[src/rtl/gf3_pkg.sv]
// GF(3) digit encodings, arithmetic helpers and the reduction engine state type.
// Digits are 2 bits: 00=0, 01=1, 10=2, 11=illegal.
package gf3_pkg;

  localparam int unsigned DIGIT_W = 2;

  typedef logic [DIGIT_W-1:0] digit_t;

  localparam digit_t D0   = 2'b00;
  localparam digit_t D1   = 2'b01;
  localparam digit_t D2   = 2'b10;
  localparam digit_t DILL = 2'b11;

  typedef enum logic [1:0] {
    IDLE = 2'd0,
    RUN  = 2'd1,
    DONE = 2'd2
  } state_t;

  function automatic logic f3_is_illegal(input digit_t a);
    return (a == DILL);
  endfunction

  function automatic digit_t f3_neg(input digit_t a);
    digit_t r;
    case (a)
      D1:      r = D2;
      D2:      r = D1;
      default: r = a;
    endcase
    return r;
  endfunction

  function automatic digit_t f3_add(input digit_t a, input digit_t b);
    logic [2:0] s;
    s = {1'b0, a} + {1'b0, b};
    if (s >= 3'd3) s = s - 3'd3;
    return s[1:0];
  endfunction

  function automatic digit_t f3_sub(input digit_t a, input digit_t b);
    return f3_add(a, f3_neg(b));
  endfunction

  function automatic digit_t f3_mul(input digit_t a, input digit_t b);
    digit_t r;
    if (a == D0 || b == D0)             r = D0;
    else if (f3_is_illegal(a) || f3_is_illegal(b)) r = DILL;
    else if (a == D1)                   r = b;
    else if (b == D1)                   r = a;
    else                                r = D1;
    return r;
  endfunction

endpackage

[src/rtl/gf3_mulsub_row.sv]
// One reduction row: digit-wise S - q*P across M+1 GF(3) digits.
module gf3_mulsub_row
  import gf3_pkg::*;
#(
  parameter int unsigned M = 97
) (
  input  logic [2*M+1:0] i_s,
  input  digit_t         i_q,
  input  logic [2*M+1:0] i_p,
  output logic [2*M+1:0] o_d
);

  always_comb begin
    o_d = '0;
    for (int unsigned i = 0; i <= M; i++) begin
      o_d[2*i +: 2] = f3_sub(i_s[2*i +: 2], f3_mul(i_q, i_p[2*i +: 2]));
    end
  end

endmodule

[src/rtl/gf3_poly_reduce_seq.sv]
// Sequential GF(3) polynomial remainder engine: out_rem = A mod P,
// UNROLL long-division steps per clock, fixed latency of STEPS clocks.
module gf3_poly_reduce_seq
  import gf3_pkg::*;
#(
  parameter int unsigned M      = 97,
  parameter int unsigned N      = 2*M-1,
  parameter int unsigned UNROLL = 1
) (
  input  logic             clk,
  input  logic             reset_n,
  input  logic             in_valid,
  output logic             in_ready,
  input  logic [2*N-1:0]   in_a,
  input  logic [2*M+1:0]   in_p,
  output logic             out_valid,
  input  logic             out_ready,
  output logic [2*M-1:0]   out_rem,
  output logic             out_err
);

  if (N <= M) begin : g_bad_n
    $error("gf3_poly_reduce_seq: N must exceed M");
  end
  if (UNROLL == 0 || ((N - M) % UNROLL) != 0) begin : g_bad_unroll
    $error("gf3_poly_reduce_seq: (N-M) must be a nonzero multiple of UNROLL");
  end

  localparam int unsigned STEPS = (N - M) / UNROLL;
  localparam int unsigned CNT_W = $clog2(STEPS + 1);

  state_t               r_state;
  state_t               w_state_nxt;
  logic [CNT_W-1:0]     r_cnt;
  logic [2*N-1:0]       r_w;
  logic [2*M+1:0]       r_p;
  logic                 r_err;
  logic                 r_valid;
  logic                 r_out_err;
  logic [2*M-1:0]       r_rem;

  logic                 w_in_err;
  logic [2*N-1:0]       w_stage [UNROLL+1];
  logic [UNROLL-1:0]    w_top_nz_v;
  logic                 w_top_nz;
  logic                 w_job_err;

  always_comb begin
    w_in_err = f3_is_illegal(in_p[2*M+1 -: 2]) || (in_p[2*M+1 -: 2] == D0);
    for (int unsigned i = 0; i < N; i++) begin
      w_in_err = w_in_err | f3_is_illegal(in_a[2*i +: 2]);
    end
    for (int unsigned i = 0; i <= M; i++) begin
      w_in_err = w_in_err | f3_is_illegal(in_p[2*i +: 2]);
    end
  end

  // Each stage cancels the leading digit (q = d*p_M since p_M is its own
  // inverse), then shifts left one digit. The cancelled digit is always 0 for
  // legal operands; a nonzero value only arises when err is already set.
  assign w_stage[0] = r_w;

  for (genvar u = 0; u < UNROLL; u++) begin : g_step
    digit_t         w_q;
    logic [2*M+1:0] w_row;

    assign w_q = f3_mul(w_stage[u][2*N-1 -: 2], r_p[2*M+1 -: 2]);

    gf3_mulsub_row #(
      .M (M)
    ) u_row (
      .i_s (w_stage[u][2*N-1 -: 2*(M+1)]),
      .i_q (w_q),
      .i_p (r_p),
      .o_d (w_row)
    );

    assign w_top_nz_v[u] = |w_row[2*M+1 -: 2];

    if (N - M > 1) begin : g_shift_long
      assign w_stage[u+1] = {w_row[2*M-1:0], w_stage[u][2*(N-M-1)-1:0], 2'b00};
    end else begin : g_shift_short
      assign w_stage[u+1] = {w_row[2*M-1:0], 2'b00};
    end
  end

  assign w_top_nz  = |w_top_nz_v;
  assign w_job_err = r_err | w_top_nz;

  always_comb begin
    w_state_nxt = r_state;
    unique case (r_state)
      IDLE:    if (in_valid) w_state_nxt = RUN;
      RUN:     if (r_cnt == CNT_W'(STEPS - 1)) w_state_nxt = DONE;
      DONE:    if (out_ready) w_state_nxt = IDLE;
      default: w_state_nxt = IDLE;
    endcase
  end

  always_ff @(posedge clk or negedge reset_n) begin
    if (!reset_n) begin
      r_state   <= IDLE;
      r_cnt     <= '0;
      r_w       <= '0;
      r_p       <= '0;
      r_err     <= 1'b0;
      r_valid   <= 1'b0;
      r_out_err <= 1'b0;
      r_rem     <= '0;
    end else begin
      r_state <= w_state_nxt;
      unique case (r_state)
        IDLE: begin
          if (in_valid) begin
            r_w   <= in_a;
            r_p   <= in_p;
            r_cnt <= '0;
            r_err <= w_in_err;
          end
        end
        RUN: begin
          r_w   <= w_stage[UNROLL];
          r_cnt <= r_cnt + CNT_W'(1);
          r_err <= w_job_err;
          if (w_state_nxt == DONE) begin
            r_valid   <= 1'b1;
            r_out_err <= w_job_err;
            r_rem     <= w_job_err ? '0 : w_stage[UNROLL][2*N-1 -: 2*M];
          end
        end
        DONE: begin
          if (out_ready) begin
            r_valid   <= 1'b0;
            r_out_err <= 1'b0;
          end
        end
        default: ;
      endcase
    end
  end

  assign in_ready  = (r_state == IDLE);
  assign out_valid = r_valid;
  assign out_err   = r_out_err;
  assign out_rem   = r_rem;

endmodule
[config.mk]
export PLATFORM = sky130hd
export DESIGN_NAME = gf3_poly_reduce_seq
export DESIGN_NICKNAME = d
export VERILOG_FILES = /design/src/rtl/gf3_pkg.sv /design/src/rtl/gf3_mulsub_row.sv /design/src/rtl/gf3_poly_reduce_seq.sv
export SDC_FILE = /design/constraint.sdc
export NUM_CORES = 2
export LEC_CHECK = 0
export BUFFER_PORTS_ARGS = -buffer_cell sky130_fd_sc_hd__buf_2
export CAP_MARGIN = 25
export CORE_AREA = 10 10 296 298
export DETAILED_ROUTE_END_ITERATION = 10
export DIE_AREA = 0 0 306 308
export HOLD_SLACK_MARGIN = 0.12
export PLACE_DENSITY = 0.75
export RECOVER_POWER = 50
export SYNTH_ARGS = -nofsm -noshare
export SYNTH_HDL_FRONTEND = slang
export SYNTH_SLANG_ARGS = --single-unit
[constraint.sdc]
create_clock -name clk -period 7.69 [get_ports clk]
set_input_delay 0.769 -clock clk [delete_from_list [all_inputs] [get_ports clk]]
set_output_delay 0.769 -clock clk [all_outputs]
set_load 0.1 [all_outputs]
# Yosys cells after proc, flatten, opt, wreduce, memory -nomap -nowiden
# Cells that the tools add are included.
# classes
n_reduce_logical,308
magnitude_cmp,98
bitwise,292
n_eq_ne,694
muxes,608
addsub,197
# ops
operator,count
$mux W2,497
$eq A2 B2 Y1 const B,491
$pmux W386 S2,1
$eq A2 B1 Y1 const B,199
$pmux W2 S2,98
$mux W386,1
$add A2 B2 Y3,98
$ge A3 B2 Y1 const B,98
$or A1 B1 Y1,292
$logic_not A2 Y1,102
$logic_or A1 B1 Y1,199
$sub A2 B2 Y2 const B,98
$mux W194,1
$pmux W7 S2,1
$add A7 B1 Y7 const B,1
$eq A7 B7 Y1 const B,1
$mux W7,1
$ne A2 B2 Y1 const B,3
$pmux W1 S2,3
$pmux W2 S3,1
$reduce_and A2 Y1,3
$mux W1,4
$reduce_bool A2 Y1,2
$reduce_and A3 Y1,1
$reduce_or A2 Y1,1
# word_totals
regBits,788
out_inout_bits,197

# Longest topological paths before layout
# logic_depth
depth_word,295
mapped_depth,14
depth_no_buf,10

# By module
# Synthesis repeated with hierarchy kept, for this count alone.
# hier_totals
cells_unflattened,4975
area_unflattened_um2,43262.7
# modules_own_cells
module,seq_area_each_um2,n_inst,cells_per_inst,area_per_inst_um2
gf3_poly_reduce_seq,19718.9,1,4011,34038.9
gf3_mulsub_row,0.0,1,964,9223.8

# Worst setup path before layout
# No wires, ideal clock.
# synth_path
kind,reg2reg
startpoint,register r_state[0]
endpoint,register r_cnt[5]
path_slack_ns,4.528
n_path_buf,4
setup_time_ns,0.129
path_stages_with_launch,9
arrival_time_ns,3.033
required_time_ns,7.561
period_less_slack_ns,3.162
path_cell_list,dfrtp_1 buf_2 nor2_1 nand2_1 buf_2 clkbuf_1 buf_2 o211ai_1 o31ai_1
# synth_via
elab_chain_cells,3
word_cells_on_any_way,6
# synth_rtl
item,line_no,rtl
"start, declared",gf3_poly_reduce_seq.sv:32,state_t r_state;
"start signal, assigned",gf3_poly_reduce_seq.sv:111,r_state <= w_state_nxt;
$logic_not A2 Y1 (*),n/a,
net in_ready,gf3_poly_reduce_seq.sv:13,"output logic in_ready,"
$ne A2 B2 Y1 (no source line) or $reduce_bool A2 Y1 (tied branches),n/a,
$reduce_and A2 Y1 (no source line),n/a,
"end signal, assigned",gf3_poly_reduce_seq.sv:123,r_cnt <= r_cnt + CNT_W'(1);
"end, declared",gf3_poly_reduce_seq.sv:34,logic [CNT_W-1:0] r_cnt;
# Mark *: on every way through the listed nets, which the timed path passes. The rest lies on a longest branch.
# A chain may end at the register's enable or synchronous reset.

==> results.yml <==
routing:
  drtIter0Drc: 5275
  num_vias: 41000
  post_drt_wl_per_cell_um: 29.5
  viasPerCell: 6.37
  wirelength_mm: 190
  postRouteAntennaNets: 0
  drc: 0
  first_pass_iters: 8
setup_path:
  rr_endpoint: "r_w[332]"
  crit_cells: 2
  crit_path_max_incr_delay_ns: 3.10
  crit_path_max_fanout: 175
  required_ns: 7.35
  critical_path.top_delay_family: "buffers and inverters"
  timing.rr.start: "r_w[385]"
  critical-path-slowest-cell: "clkbuf_2"
  endpoint_kind: "asynchronous set/reset pin"
  cp_data_arrival_time_ns: 4.90
  crit_path_start: "reset_n"
  worstSetupStartpointType: "primary input"
  rr_worst_depth: 10
  path_cells: "buf_8 > clkbuf_2"
  critPathKind: "primary input to asynchronous set/reset pin"
  r2r_slack_ns: 3.60
  path_buf_inv: 2
  endpoint: "r_w[323]"
grt:
  grt_pass1_vias: 39300
  grt_max_degree: 197
  grt_first_pass_wirelength_mm: 269
  antenna_found_initial: 56
  grt_usage_pct: 39.0
  overflow: 0
cts:
  cts_made_buffers: 87
  insertion_delay_ns: 0.65
  cts_sinks: 788
  clk_path_buf_depth: 3
  cts.repair.resized: 0
  cts.root.buffer_cell: "clkbuf_16"
  cts_tree: "yes"
  holdBufCountCts: 0
  cts_setup_buffers: 0
  h-tree-depth: 3
  cts.reportedPaths.clkPinSlew_ns: 0.06
timing:
  period_share_pct: 68.1
  drv_slew: 572
  slew_headroom_pct: -201
  worst_slack_ns: 2.45
  finalSetupTns_ns: 0
  fin_skew_ns: 0.0280
  hold_viol_final: 0
  finalCriticalPeriod_ns: 5.24
  tightest_slew_ns: 4.51
  finalSetupViolCount: 0
  max_freq_ghz: 0.191
  holdWs_ns: 0.188
  rsz0062_at_grt: "false"
synth:
  ys.flop_type: "dfrtp_1"
  synth_seq_area_share_pct: 47.1
  syn_area_um2: 41900
  syn_area_per_cell_um2: 8.95
  synth_edf_count: 0
  synth-compound-area-share_pct: 18.3
  muxShareOfSynthArea_pct: 0.0239
  syn_nets: 5557
  syn_inst: 4675
  synth_top_family_by_area: "simple AND/OR/NAND/NOR gates"
  yosys_warnings: 0
  synth-xor-area-share_pct: 0.0209
  ys_types: 39
  yosys.area_share.simple_pct: 20.9
  synth_adder_area_share_pct: 10.6
  ys_async_sr_fraction_pct: 100
  synth_seq_cells: 788
floorplanning:
  die_h_um: 308
  core_um2: 81600
  rows: 105
  io_pins: 783
  die_area_um2: 94200
  die_w_um: 306
  start_util_pct: 51.3
status:
  status: "complete, but fails checks"
  violations: "capacitance limit, slew limit"
placed_design:
  hpwlAfterDp_mm: 146
  pre_cts_ws_ns: 3.70
  dp_cells: 6255
  port_buffers: 782
  gp_congestion: 0.993
pwr:
  peakVddDrop_mv: 0.262
  p_leak_uw: 0.0246
  fin_total_pwr_uw: 26000
  power_per_cell_area_nw_per_um2: 527
layout:
  fillCellCount: 7241
  layout_common_cells: "nand2_1, dfrtp_1, buf_2"
  drive_gt1_share_pct: 16.2
  layout.nets: 6158
  final_common_cell: "nand2_1"
  fin_cells: 6444
  syn_to_final_growth_pct: 17.8
worst_hold_path:
  hp-class: "primary input to asynchronous set/reset pin"
run:
  maxCapViolCount: 6
state kept, by name (all words and copies together) (netlist names):
register   cells
out_rem      194
out_valid      1
r_cnt          7
r_p          196
out_err        1
r_w          386
r_state        2
r_err          1
where the power goes:
| part | switching, uW | internal [uW] |
|---|---|---|
| clock | 1830 | 2700 |
| sequential | 1240 | 5890 |
| combinational | 8650 | 5680 |
how the worst min path moves through the flow:
stage / to / slack, ns
after detailed placement: out_rem[69] / 0.47
after floorplan: r_cnt[6] / 0.45
after CTS: out_rem[172] / 0.25
final: out_rem[155] / 0.19
after global routing: out_rem[155] / 0.25
after global placement: out_rem[29] / 0.46
cells in the mapped netlist, types with 46 or more instances:
cell type  count  area share [%]
nand2_1     1490              13
dfrtp_1      788              47
a22o_1       316             6.6
nor2_1       292             2.6
a31oi_1      288             4.3
o21ai_0      226             2.7
a21oi_1      219             2.6
clkbuf_1     206             1.8
ha_1         198             5.9
nor3_1       100             1.2
and3_1        99             1.5
fa_1          98             4.7
or3_1         97             1.5
buf_2         89             1.1
a22oi_1       54            0.97
a221oi_1      46            0.96
logic make-up (layout without fill, tap and decap cells):
| group | after synthesis | after routing |
|---|---|---|
| AO/OA/AOI/OAI | 1154 | 1154 |
| XOR/XNOR | 1 | 1 |
| adder cells (fa/ha/maj) | 296 | 296 |
| buffers and inverters | 305 | 977 |
| flip-flops | 788 | 788 |
| multiplexers | 1 | 1 |
| other | 0 | 27 |
| AND/OR/NAND/NOR | 2130 | 2130 |
final cells by class:
class | instances | area (um^2) | area share, %
flip-flops and latches | 788 | 19700 | 40.0
repair buffers | 817 | 4210 | 8.53
well taps | 1070 | 1340 | 2.72
diodes | 27 | 67.6 | 0.137
clock inverters | 32 | 457 | 0.926
multi-input cells | 3582 | 20900 | 42.5
clock buffers | 128 | 2580 | 5.24
layer usage:
layer  global-route usage [%]  share of wire (%)  up-vias
met5                        0               0.19        -
met1                     49.3                 37    20100
li1                         -                  -    17700
met4                     25.8                7.7       58
met2                     56.7                 42     2640
met3                     12.7                 13      590
metrics by stage:
step | instance area, um^2 | utilization, %
2_1_floorplan | 41900 | -
3_3_place_gp | 46300 | 56.8
3_5_place_dp | 46300 | 56.8
4_1_cts | 49400 | 60.5
5_1_grt | 49300 | 60.4
6_report | 49300 | 60.4
(Power assumes the default switching activity.)
